--- src/rtl/shake_pkg.sv ---
// Shared SHAKE256 definitions used by the absorb-side padder and the squeeze-side emitter.
package shake_pkg;

    localparam int RATE_BITS  = 1088;
    localparam int RATE_BYTES = RATE_BITS / 8;
    localparam int LEN_W_DEF  = 16;

    typedef enum logic [2:0] {
        SQ_IDLE       = 3'd0,
        SQ_WAIT_BLOCK = 3'd1,
        SQ_EMIT       = 3'd2,
        SQ_REQ        = 3'd3,
        SQ_DONE       = 3'd4
    } sq_state_t;

endpackage

--- src/rtl/shake_rate_byte_sel.sv ---
// Combinational byte selector over the rate block; byte 0 is the most significant byte.
module shake_rate_byte_sel
    import shake_pkg::*;
#(
    parameter int RANGE = RATE_BITS,
    parameter int IDX_W = $clog2(RANGE / 8)
) (
    input  logic [RANGE-1:0] block,
    input  logic [IDX_W-1:0] idx,
    output logic [7:0]       byte_out
);

    // Indices past the last byte select zero rather than wrapping into the block.
    always_comb begin
        byte_out = 8'h00;
        for (int k = 0; k < RANGE / 8; k++) begin
            if (idx == IDX_W'(k)) begin
                byte_out = block[RANGE-1-8*k -: 8];
            end
        end
    end

endmodule

--- src/rtl/shake_squeeze.sv ---
// SHAKE256 squeeze stage: streams rate bytes out and asks for permutations until out_len bytes are sent.
module shake_squeeze
    import shake_pkg::*;
#(
    parameter int RANGE = RATE_BITS,
    parameter int LEN_W = LEN_W_DEF
) (
    input  logic             clk,
    input  logic             reset,
    input  logic             squeeze_start,
    input  logic [LEN_W-1:0] out_len,
    input  logic [RANGE-1:0] block_in,
    input  logic             block_valid,
    output logic             perm_req,
    output logic [7:0]       out_byte,
    output logic             out_valid,
    input  logic             out_ready,
    output logic             squeeze_done,
    output logic             busy,
    output logic [2:0]       debug_state,
    output logic [10:0]      debug_bytecount
);

    localparam int BYTES = RANGE / 8;
    localparam int IDX_W = $clog2(BYTES);

    sq_state_t        state, state_n;
    logic [RANGE-1:0] block_q;
    logic [LEN_W-1:0] remaining;
    logic [IDX_W-1:0] byte_idx;
    logic [IDX_W-1:0] idx_next;
    logic [7:0]       next_byte;
    logic             hs;

    assign hs       = (state == SQ_EMIT) && out_valid && out_ready;
    assign idx_next = byte_idx + IDX_W'(1);

    shake_rate_byte_sel #(
        .RANGE (RANGE),
        .IDX_W (IDX_W)
    ) u_byte_sel (
        .block    (block_q),
        .idx      (idx_next),
        .byte_out (next_byte)
    );

    always_ff @(posedge clk) begin
        if (reset) begin
            state <= SQ_IDLE;
        end else begin
            state <= state_n;
        end
    end

    // End of output wins over end of block, so the final byte never triggers a permutation.
    always_comb begin
        state_n = state;
        case (state)
            SQ_IDLE: begin
                if (squeeze_start) begin
                    state_n = (out_len != '0) ? SQ_WAIT_BLOCK : SQ_DONE;
                end
            end
            SQ_WAIT_BLOCK: begin
                if (block_valid) begin
                    state_n = SQ_EMIT;
                end
            end
            SQ_EMIT: begin
                if (hs) begin
                    if (remaining == LEN_W'(1)) begin
                        state_n = SQ_DONE;
                    end else if (byte_idx == IDX_W'(BYTES - 1)) begin
                        state_n = SQ_REQ;
                    end
                end
            end
            SQ_REQ:  state_n = SQ_WAIT_BLOCK;
            SQ_DONE: state_n = SQ_IDLE;
            default: state_n = SQ_IDLE;
        endcase
    end

    // Status outputs are registered from the next state so they line up with the state register.
    always_ff @(posedge clk) begin
        if (reset) begin
            perm_req        <= 1'b0;
            squeeze_done    <= 1'b0;
            busy            <= 1'b0;
            debug_state     <= 3'd0;
            out_valid       <= 1'b0;
            out_byte        <= 8'h00;
            debug_bytecount <= 11'd0;
            block_q         <= '0;
            remaining       <= '0;
            byte_idx        <= '0;
        end else begin
            perm_req     <= (state_n == SQ_REQ);
            squeeze_done <= (state_n == SQ_DONE);
            busy         <= (state_n != SQ_IDLE);
            debug_state  <= state_n;
            case (state)
                SQ_IDLE: begin
                    if (squeeze_start && (out_len != '0)) begin
                        remaining <= out_len;
                    end
                end
                SQ_WAIT_BLOCK: begin
                    if (block_valid) begin
                        block_q         <= block_in;
                        byte_idx        <= '0;
                        debug_bytecount <= 11'd0;
                        out_byte        <= block_in[RANGE-1 -: 8];
                        out_valid       <= 1'b1;
                    end
                end
                SQ_EMIT: begin
                    if (hs) begin
                        remaining       <= remaining - LEN_W'(1);
                        byte_idx        <= idx_next;
                        debug_bytecount <= debug_bytecount + 11'd1;
                        if (state_n == SQ_EMIT) begin
                            out_byte <= next_byte;
                        end else begin
                            out_valid <= 1'b0;
                        end
                    end
                end
                default: ;
            endcase
        end
    end

endmodule

--- config.mk ---
export PLATFORM = sky130hd
export DESIGN_NAME = shake_squeeze
export DESIGN_NICKNAME = d
export VERILOG_FILES = /design/src/rtl/shake_pkg.sv /design/src/rtl/shake_rate_byte_sel.sv /design/src/rtl/shake_squeeze.sv
export SDC_FILE = /design/constraint.sdc
export NUM_CORES = 2
export LEC_CHECK = 0
export BUFFER_PORTS_ARGS = -buffer_cell sky130_fd_sc_hd__buf_2
export CAP_MARGIN = 20
export CORE_AREA = 10 10 436 438
export DETAILED_ROUTE_END_ITERATION = 8
export DIE_AREA = 0 0 446 448
export PLACE_DENSITY_LB_ADDON = 0.25
export SLEW_MARGIN = 10
export SYNTH_ARGS = -nofsm -noshare
export SYNTH_HDL_FRONTEND = slang
export SYNTH_HIERARCHICAL = 1
export SYNTH_SLANG_ARGS = --single-unit
--- constraint.sdc ---
create_clock -name clk -period 4.4 [get_ports clk]
set_clock_uncertainty 0.15 [all_clocks]
set_input_delay 0.66 -clock clk [delete_from_list [all_inputs] [get_ports clk]]
set_output_delay 0.66 -clock clk [all_outputs]
set_load 0.03 [all_outputs]
* Yosys cells after proc, flatten, opt, wreduce, memory -nomap -nowiden
Cells that the tools add are included.
** Word-level totals
- Bits of input ports :: 1109
- Output and inout bits :: 26
- Register bits after elaboration :: 1138
- Logic and storage cells :: 335
** Operators by class
- Equal/unequal tests :: 148
- Add/sub/neg operators :: 3
- Reduce and logical (&&, ||, !) cells :: 14
- Multiplexer cells :: 160
** Operators by type and width (number)
- 2-to-1 mux 8 bit :: 141
- == test 8 x 7 -> 1 bit (second input constant) :: 64
- == test 8 x 6 -> 1 bit (second input constant) :: 32
- == test 8 x 5 -> 1 bit (second input constant) :: 16
- == test 8 bit (second input constant) :: 9
- == test 8 x 4 -> 1 bit (second input constant) :: 8
- == test 8 x 3 -> 1 bit (second input constant) :: 4
- 2-to-1 mux 16 bit :: 2
- one-hot mux 16 bit (2 select lines) :: 1
- one-hot mux 8 bit (2 select lines) :: 2
- 2-to-1 mux 11 bit :: 2
- one-hot mux 11 bit (2 select lines) :: 1
- 2-to-1 mux 3 bit :: 6
- == test 16 x 1 -> 1 bit (second input constant) :: 1
- == test 8 x 2 -> 1 bit (second input constant) :: 2
- nonzero test 16 bit :: 1
- subtractor 16 x 1 -> 16 bit (second input constant) :: 1
- == test 3 x 2 -> 1 bit (second input constant) :: 4
- one-hot mux 3 bit (4 select lines) :: 1
- adder 11 x 1 -> 11 bit (second input constant) :: 1
- adder 8 x 1 -> 8 bit (second input constant) :: 1
- == test 8 x 1 -> 1 bit (second input constant) :: 1
- logical NOT 8 bit :: 1
- != test 2 bit (second input constant) :: 4
- 12 further kinds :: 19

* Longest topological paths before layout
- Depth in word-level cells :: 141
- Depth in mapped cells :: 19
- Depth with buffers taken out :: 15

* Cells and area by module
The synthesis kept the hierarchy.
** By module, submodules not included
- shake_squeeze :: cells each 5045, instances 1, sequential area each 22781.8 µm², area an instance 39496.6 µm²
- shake_rate_byte_sel :: cells each 2210, instances 1, sequential area each 0.0 µm², area an instance 13402.9 µm²

* Worst setup path before layout
OpenSTA, ideal clock, no wires.
- Path type :: reg-to-reg
- Start :: reg byte_idx[0]
- End :: reg out_byte[0]
- Setup slack :: 0.672 ns
- Cell stages (with the launch flop) :: 15
- Setup time :: 0.088 ns
- Arrival time :: 3.490 ns
- Buffers on the path :: 3
- Required time :: 4.162 ns
- Period minus slack after synthesis :: 3.728 ns
- Cells stage by stage :: dfxtp_1 > ha_1 > and3_1 > nand3_1 > xnor2_1 > buf_2 > nor4b_2 > buf_2 > buf_1 > o21ai_1 > a2111oi_0 > o221ai_1 > a31oi_1 > nand2_1 > a311oi_2
** Between the ends
- Word-level cells in the longest chain between the ends :: 141
- Elaborated cells between the ends (all ways) :: 284
- Those cells by class :: add/sub: 1; eq/ne: 138; mux: 143; reduce/logical: 2
** Ends and longest elaborated chain
- from (decl) :: line shake_squeeze.sv:30 : logic [IDX_W-1:0] byte_idx;
- from (signal assigned) :: line shake_squeeze.sv:120 : byte_idx <= idx_next;
- adder 8 x 1 -> 8 bit (*) :: line shake_squeeze.sv:36 : assign idx_next = byte_idx + IDX_W'(1);
- net idx_next[6] :: line shake_squeeze.sv:31 : logic [IDX_W-1:0] idx_next;
- logical NOT 8 bit :: line shake_rate_byte_sel.sv:17 : if (idx == IDX_W'(k)) begin
- 2-to-1 mux 8 bit (135 in a row) :: line shake_rate_byte_sel.sv:17
- 2-to-1 mux 8 bit (*) :: line shake_rate_byte_sel.sv:17
- net next_byte[0] :: line shake_squeeze.sv:32 : logic [7:0] next_byte;
- 2-to-1 mux 8 bit (*) :: line shake_squeeze.sv:122 : if (state_n == SQ_EMIT) begin
- 2-to-1 mux 8 bit (*) :: line shake_squeeze.sv:118 : if (hs) begin
- one-hot mux 8 bit (2 select lines) (*) :: line shake_squeeze.sv:102 : case (state)
- to (signal assigned) :: line shake_squeeze.sv:113 : out_byte <= block_in[RANGE-1 -: 8];
- to (signal assigned) :: line shake_squeeze.sv:123 : out_byte <= next_byte;
- to (decl) :: line shake_squeeze.sv:15 : output logic [7:0] out_byte,
Mark *: on every way through the listed nets, which the timed path passes. The rest lies on a longest branch. The select of a mux whose other input is x is not followed.
A chain may end at the register's enable or synchronous reset.

* Final worst setup path
- Start :: reg byte_idx[1]
- End :: reg out_byte[2]
Same word-level chain as after synthesis.

==> results.yml <==
finish:
  fillers: 18440
  final_area_um2: 77990
  area_growth_pct: 47.44
  drive_above_1_share_pct: 21.33
  fin_nets: 10410
floorplanning:
  io_pins: 1135
  dieHeight_um: 448
  dieArea_um2: 199800
  die_w_um: 446
  rows: 157
  core_area_um2: 181700
  initial_core_util_pct: 29.11
outcome:
  violations: "negative setup slack"
  status: "finished with violations"
global_route:
  grt_max_degree: 205
  grt_first_pass_wirelength_um: 504800
  overflow: 0
  antenna_found_initial: 34
  grtUsageTotal_pct: 35.36
  grt_pass1_vias: 65100
setup_path:
  crit_path_start_kind: "flop"
  worstPathArrival_ns: 4.98
  path_class: "reg -> reg"
  cp.required_ns: 4.97
  crit_fanout: 20
  endpoint_kind: "flop"
sta:
  finalHoldViolCount: 0
  slew_violations: 0
  worstMarginPinSlew_ns: 1.124
  worst_slack_ns: -0.01131
  setup_viol_count_final: 1
  max-slew-margin-rel_pct: 25.08
  period_needed_ns: 4.411
  timing.final.crit_share_pct: 100.3
  fin_tns_setup_ns: -0.01131
  fmax_ghz: 0.2267
power_and_ir_drop:
  p_leak_uw: 0.02963
  ir_worst_vdd_uv: 262.3
  powerDensity_nw_per_um2: 328.5
logic_synthesis:
  synth_ff_type: "dfxtp_1"
  ys_ff_latch: 1138
  ys_warn_count: 6
  synth_cell_types: 106
  syn_inst: 7255
  synth_most_common_cell: "nand2_1"
  synth_edf_count: 0
  yosysSeqAreaShare_pct: 43.07
  yosys-top-cells-area: "dfxtp_1 (43%), nand2_1 (17%), a21oi_1 (13%), clkbuf_1 (3.0%), o21ai_0 (2.3%)"
  yosys.area.top_type_share_pct: 43.07
  synth_common_cells: "nand2_1 (2414), a21oi_1 (1356), dfxtp_1 (1138)"
  yosysTopAreaCell: "dfxtp_1"
  postSynthAreaPerCell_um2: 7.291
  synthArstFlopShare_pct: 0
  syn_area_um2: 52900
  synthesis.nets: 8368
detailed_routing:
  wire_per_inst_um: 31.75
  viasPerCell: 5.607
  drc: 0
  ant_nets: 0
  routed-via-count: 66200
  totalWireLength_um: 374900
  drtIter0Drc: 7529
  first_pass_iters: 7
clocking:
  cts_buffers: 132
  clk_path_buf_depth: 3
  path_clk_slew_ns: 0.07
  cts_tree: "done"
  cts.sinks: 1138
  clk_latency_ns: 0.84
  h-tree-depth: 4
  cts_root_buf: "clkbuf_16"
placement:
  io_buffers: 1134
  globalplace.congestion: 1.048
  hpwl_um: 289200
  placed_area_um2: 64030
flow_run:
  maxCapViolCount: 0
min_path:
  hp-class: "in -> reg"
[cell type report]
cell class                 count  area, um2  share of cell area (%)
antenna                       24      60.06                 0.07700
clock buffer                 190       3792                   4.862
clock inverter                42      644.4                  0.8262
inverter                      16      76.32                 0.09786
multi-input combinational   5462      27890                   35.76
sequential                  1138      22790                   29.22
tap                         2385       2984                   3.826
timing repair buffer        2550      19750                   25.33
[worst max-delay path, cell delays in order, from the launching register on]
cell       delay (ns)
dfxtp_4          0.36
ha_4             0.20
xor2_4           0.19
clkbuf_16        0.22
or4b_2           0.77
buf_12           0.23
nor2_1           0.39
a221oi_1         0.23
nor3_1           0.62
a2111oi_4        0.10
a22oi_1          0.24
o21ai_2          0.14
a21oi_1          0.15
nand2_1          0.07
a311oi_2         0.23
[layout by cell type (no fill, tap or decap), drive strengths merged, types with 35 or more instances in the layout]
cell type,count
nand3,63
a31oi,40
o21ai,276
buf,1630
dfxtp,1138
nand2,2416
o211ai,35
a221oi,49
dlygate4sd3,919
nor3,70
o221ai,48
o22ai,126
a21oi,1358
mux2i,46
a22oi,73
clkbuf,191
nor2,278
a211oi,49
[report_power, final]
part / internal, uW / switching (uW)
Clock: 6590 / 4880
Sequential: 10700 / 517
Combinational: 1350 / 1560
[per-stage QoR]
step	util [%]	power, uW	std cells	worst slack (ns)	hold WS, ns
final	42.92	25620	11810	-0.01131	0.02169
after detailed placement	35.24	13630	10630	-0.3904	0.2952
after floorplan	-	12210	7255	0.6722	0.2812
after global placement	35.24	13610	10630	-0.4498	0.2926
after CTS	42.80	25650	11780	-0.01279	0.00003886
after global routing	42.92	26350	11800	-0.004821	0.003038
[per-layer routing]
metal  vias up  wire length (um)  GRT usage [%]
met5         -                83              0
met4        12             29640          23.93
met3      1098             29360          7.695
li1      29270                 -              -
met2      3709            167600          55.67
met1     32110            148200          43.21
[repair_timing]
item,4_1_cts,5_1_grt
gates resized for setup,19,26
setup endpoints to repair,6,8
pin swaps,4,5
gates cloned,0,1
hold endpoints to repair,919,0
hold buffers,919,0
setup buffers,2,4
[logic make-up after synthesis]
| family | after synthesis | share of synthesized area, % |
|---|---|---|
| buffers and inverters | 655 | 5.421 |
| xor gates and xnor gates | 16 | 0.2649 |
| AOI/OAI and AO/OA | 2308 | 25.60 |
| DFF | 1138 | 43.07 |
| muxes | 74 | 1.509 |
| adders and majority gates | 4 | 0.09461 |
| and+or+nand+nor | 3060 | 24.05 |
[state kept, by name (all words and copies together), names as in the netlist]
signal and count:
block_q 1088, busy 1, byte_idx 8, debug_bytecount 11
debug_state 3, out_byte 8, out_valid 1, perm_req 1
remaining 16, squeeze_done 1
[worst paths after layout]
kind                                     from  slack, ns  cells past startpoint      endpoint
worst max-delay path              byte_idx[1]      -0.01                     14   out_byte[2]
worst min-delay path            block_in[335]       0.02                      3  block_q[335]
worst max register to register    byte_idx[1]      -0.01                     14   out_byte[2]
worst min register to register    block_q[92]       0.30                      2   block_q[92]
No activity file was read; power rests on OpenSTA's default activity.
